`src/rtl/depth_est_pkg.sv`:
```
// rtl/depth_est_pkg.sv - shared image geometry defaults and framer state encoding
package depth_est_pkg;

  localparam int DEF_IMG_WIDTH  = 64;
  localparam int DEF_IMG_HEIGHT = 48;

  typedef enum logic {
    IDLE   = 1'b0,
    ACTIVE = 1'b1
  } framer_state_t;

endpackage

```
`src/rtl/frame_pos_counter.sv`:
```
// rtl/frame_pos_counter.sv - column/row position counter with line and frame wrap
module frame_pos_counter
  import depth_est_pkg::*;
#(
  parameter int IMG_WIDTH  = DEF_IMG_WIDTH,
  parameter int IMG_HEIGHT = DEF_IMG_HEIGHT
) (
  input  logic                          clk,
  input  logic                          reset,
  input  logic                          en,
  input  logic                          clr,
  output logic [$clog2(IMG_WIDTH)-1:0]  col,
  output logic [$clog2(IMG_HEIGHT)-1:0] row,
  output logic                          last_col,
  output logic                          last_row
);

  localparam int CW = $clog2(IMG_WIDTH);
  localparam int RW = $clog2(IMG_HEIGHT);
  localparam logic [CW-1:0] COL_LAST = CW'(IMG_WIDTH - 1);
  localparam logic [RW-1:0] ROW_LAST = RW'(IMG_HEIGHT - 1);

  assign last_col = (col == COL_LAST);
  assign last_row = (row == ROW_LAST);

  // clr together with en means the accepted pixel is pixel 0 of a fresh frame
  always_ff @(posedge clk) begin
    if (reset || (clr && !en)) begin
      col <= '0;
      row <= '0;
    end else if (clr && en) begin
      col <= CW'(1);
      row <= '0;
    end else if (en) begin
      if (last_col) begin
        col <= '0;
        row <= last_row ? '0 : row + RW'(1);
      end else begin
        col <= col + CW'(1);
      end
    end
  end

endmodule

```
`src/rtl/stream_framer.sv`:
```
// rtl/stream_framer.sv - frames a raw pixel stream with line/frame markers and truncation detect
module stream_framer
  import depth_est_pkg::*;
#(
  parameter int DATA_WIDTH = 8,
  parameter int IMG_WIDTH  = DEF_IMG_WIDTH,
  parameter int IMG_HEIGHT = DEF_IMG_HEIGHT
) (
  input  logic                  clk,
  input  logic                  reset,
  input  logic [DATA_WIDTH-1:0] data_i,
  input  logic                  data_valid_i,
  input  logic                  frame_start_i,
  output logic [DATA_WIDTH-1:0] data_o,
  output logic                  data_valid_o,
  output logic                  sop_o,
  output logic                  eop_o,
  output logic                  sof_o,
  output logic                  eof_o,
  output logic                  frame_err_o
);

  localparam int CW = $clog2(IMG_WIDTH);
  localparam int RW = $clog2(IMG_HEIGHT);

  framer_state_t state;
  logic [CW-1:0] col;
  logic [RW-1:0] row;
  logic          last_col;
  logic          last_row;

  logic accept;
  logic eof_hit;
  logic restart;
  logic abort;
  logic first_col;
  logic first_row;

  // A frame start landing on the final pixel belongs to the next frame, not an abort
  assign eof_hit   = (state == ACTIVE) && data_valid_i && last_col && last_row;
  assign restart   = frame_start_i && !eof_hit;
  assign abort     = restart && (state == ACTIVE) && ((col != '0) || (row != '0));
  assign accept    = data_valid_i && ((state == ACTIVE) || frame_start_i);
  assign first_col = restart || (col == '0);
  assign first_row = restart || (row == '0);

  frame_pos_counter #(
    .IMG_WIDTH (IMG_WIDTH),
    .IMG_HEIGHT(IMG_HEIGHT)
  ) u_pos (
    .clk     (clk),
    .reset   (reset),
    .en      (accept),
    .clr     (restart),
    .col     (col),
    .row     (row),
    .last_col(last_col),
    .last_row(last_row)
  );

  always_ff @(posedge clk) begin
    if (reset) begin
      state        <= IDLE;
      data_o       <= '0;
      data_valid_o <= 1'b0;
      sop_o        <= 1'b0;
      eop_o        <= 1'b0;
      sof_o        <= 1'b0;
      eof_o        <= 1'b0;
      frame_err_o  <= 1'b0;
    end else begin
      data_valid_o <= accept;
      if (accept) data_o <= data_i;
      sop_o       <= accept && first_col;
      sof_o       <= accept && first_col && first_row;
      eop_o       <= accept && !restart && last_col;
      eof_o       <= accept && !restart && last_col && last_row;
      frame_err_o <= abort;
      case (state)
        IDLE:    if (frame_start_i) state <= ACTIVE;
        ACTIVE:  if (eof_hit && !frame_start_i) state <= IDLE;
        default: state <= IDLE;
      endcase
    end
  end

endmodule

```
`config.mk`:
```
export PLATFORM = sky130hd
export DESIGN_NAME = stream_framer
export DESIGN_NICKNAME = d
export VERILOG_FILES = /design/src/rtl/depth_est_pkg.sv /design/src/rtl/frame_pos_counter.sv /design/src/rtl/stream_framer.sv
export SDC_FILE = /design/constraint.sdc
export NUM_CORES = 1
export LEC_CHECK = 0
export ABC_CLOCK_PERIOD_IN_PS = 5300
export BUFFER_PORTS_ARGS = -buffer_cell sky130_fd_sc_hd__buf_4
export CAP_MARGIN = 20
export CORE_UTILIZATION = 55
export CTS_BUF_LIST = sky130_fd_sc_hd__clkbuf_4 sky130_fd_sc_hd__clkbuf_8
export DETAILED_ROUTE_END_ITERATION = 16
export PLACE_DENSITY = 0.85
export SYNTH_ARGS = -nofsm -noshare
export SYNTH_HDL_FRONTEND = slang
export SYNTH_SLANG_ARGS = --single-unit
```
`constraint.sdc`:
```
create_clock -name clk -period 5.3 [get_ports clk]
set_input_delay 0.53 -clock clk [delete_from_list [all_inputs] [get_ports clk]]
set_output_delay 0.53 -clock clk [all_outputs]
set_load 0.02 [all_outputs]
```
==> flow_metrics.tcl <==
set metrics [dict create \
    slew_headroom_pct 61.61 \
    start_kind "flop" \
    routed-via-count 998 \
    drt-total-wl_um 2193 \
    yosys_most_used_dff "dfxtp_1" \
    dpl.cell_count 182 \
    mostFrequentLayoutCells "nand2_1 (29), dfxtp_1 (27), buf_4 (26)" \
    synth-edff-count 0 \
    clock_latency_ns 0.33 \
    cts_tree "done" \
    arrival_ns 2.22 \
    yosysWarningCount 0 \
    via_per_inst 5.366 \
    ctsResizeCount 0 \
    yosysTopAreaCell "dfxtp_1" \
    drive_gt1_share_pct 22.64 \
    wl_per_cell_um 11.79 \
    antenna_cells 0 \
    grt_max_degree 18 \
    cts_inserted_buffers 3 \
    drtAntennaViolNets 0 \
    area_growth_syn_to_layout_pct 19.81 \
    synth_top_cell_area_share_pct 46.25 \
    clock_skew_ns 0.007979 \
    clockRootBuffer "clkbuf_4" \
    setup_viol 0 \
    die_area_um2 2313 \
    clkSlewWorstSetupHoldPaths_ns 0.15 \
    grt_usage_pct 20.46 \
    hold_path_class "in -> reg" \
    grt_pass1_wl_um 3284 \
    overflow 0 \
    core_um2 1982 \
    clock-sinks 27 \
    crit_fanout 9 \
    total_power_uw 342.5 \
    synth_seq_cells 27 \
    layout.nets 176 \
    synth_area_um2 1169 \
    die_height_um 48.10 \
    dp_hpwl_um 1592 \
    leakage_uw 0.0005462 \
    ctsHoldBuffers 0 \
    instances_no_fill 186 \
    slew_violations 0 \
    post_cts_buffers 0 \
    h-tree-depth 1 \
    syn_inst 134 \
    first_iter_violations 21 \
    critical_path_required_ns 5.55 \
    peakVddDrop_mv 0.1866 \
    antenna_found_initial 0 \
    finalSetupTns_ns 0 \
    synth-async-reset-ratio_pct 0 \
    syn_nets 150 \
    fill_cells 149 \
    layout_commonest_cell "nand2_1" \
    ys_types 34 \
    start_util_pct 58.96 \
    hold_viol 0 \
    r2r_setup_slack_ns 3.33 \
    syn_avg_cell_area_um2 8.721 \
    min_period_ns 1.967 \
    grt_pass1_vias 748 \
    drc 0 \
    cap_violations 0 \
    finalCritPeriodShare_pct 37.11 \
    p_per_area_nw_per_um2 244.6 \
    ys_top_cells_by_area "dfxtp_1 (46%), nand2_1 (9.3%), a21oi_1 (6.0%), ha_1 (4.3%), xor2_1 (3.7%)" \
    rows 16 \
    yosysSeqAreaShare_pct 46.25 \
    worstSetupPathType "reg -> reg" \
    ios 26 \
    worst_pin_slew_ns 0.5758 \
    die_w_um 48.10 \
    fmax_ghz 0.5085 \
    rsz0062_at_grt "no" \
    end_kind "flop" \
    port_buffers 25 \
    clockBufferDepth 2 \
    routabilityCongestion 0.8333 \
    outcome "finished clean" \
    dr.pass1.iters 4 \
]
==> cells in the mapped netlist, drive strengths merged (2+ instances only) <==
library cell	number
buf	2
xor2	5
a21boi	2
nor2	8
ha	4
dfxtp	27
nor3	4
nor4	3
and3	2
nand4	2
nand2	29
xnor2	2
inv	6
o21ai	2
a21oi	14
nand3	6
clkbuf	3
or4	3
==> final timing paths <==
| path | start | end | cells past startpoint |
|---|---|---|---|
| hold / removal | data_i[3] | data_o[3]$_SDFFE_PP0P_ | 3 |
| setup reg to reg | u_pos.col[0]$_SDFFE_PP0P_ | u_pos.col[3]$_SDFFE_PP0P_ | 5 |
| setup / recovery | u_pos.col[0]$_SDFFE_PP0P_ | u_pos.col[3]$_SDFFE_PP0P_ | 5 |
| hold reg to reg | data_o[0]$_SDFFE_PP0P_ | data_o[0]$_SDFFE_PP0P_ | 2 |
==> registers in the layout, summed over array words and instances, names as in the netlist <==
| name | cells |
|---|---|
| frame_err_o | 1 |
| state | 1 |
| sof_o | 1 |
| u_pos.col | 6 |
| eof_o | 1 |
| data_o | 8 |
| data_valid_o | 1 |
| eop_o | 1 |
| u_pos.row | 6 |
| sop_o | 1 |
==> layout make-up <==
| type | instances | area (um^2) | share of cell area, % |
|---|---|---|---|
| well taps | 27 | 33.78 | 2.413 |
| inverters | 6 | 22.52 | 1.609 |
| multi-input cells | 96 | 578.1 | 41.29 |
| clock buffers | 3 | 22.52 | 1.609 |
| repair buffers | 26 | 195.2 | 13.94 |
| clock inverters | 1 | 7.507 | 0.5362 |
| flip-flops and latches | 27 | 540.5 | 38.61 |
==> worst max-delay path, cell delays in order (launching register included) <==
cell and delay, ns:
dfxtp_1 0.42, ha_1 0.25, nand3_2 0.11, or4_4 0.56, a21o_1 0.32, nor3_1 0.23
==> cells by family after synthesis <==
family	share of synthesized area (%)
adders and majority gates	4.283
and+or+nand+nor	28.37
DFF	46.25
AOI/OAI and AO/OA	11.56
buffers and inverters	4.282
xor gates and xnor gates	5.246
==> through the flow <==
stage	hold slack [ns]	util (%)	instance area (um^2)	worst slack, ns
6_report	0.4266	70.64	1400	3.333
5_1_grt	0.4178	70.64	1400	3.216
4_1_cts	0.4202	70.64	1400	3.337
3_5_place_dp	0.4498	69.13	1370	3.149
3_3_place_gp	0.4445	69.13	1370	3.217
2_1_floorplan	0.4589	-	1169	3.585
==> metal layers <==
layer  GRT usage [%]  wire [um]  vias to the layer above
met5               0          0                        -
met4           10.56         40                        0
met3           3.333         88                        4
met2           29.73        997                       27
met1           29.09       1066                      455
li1                -          -                      512
==> report_power, final <==
group / switching (uW) / internal (uW) / total [uW]
clock network: 61.9 / 28.9 / 90.8
registers: 3.29 / 209 / 212
logic: 22.1 / 17.3 / 39.4
Note: power is estimated with default switching activity, not from simulation.
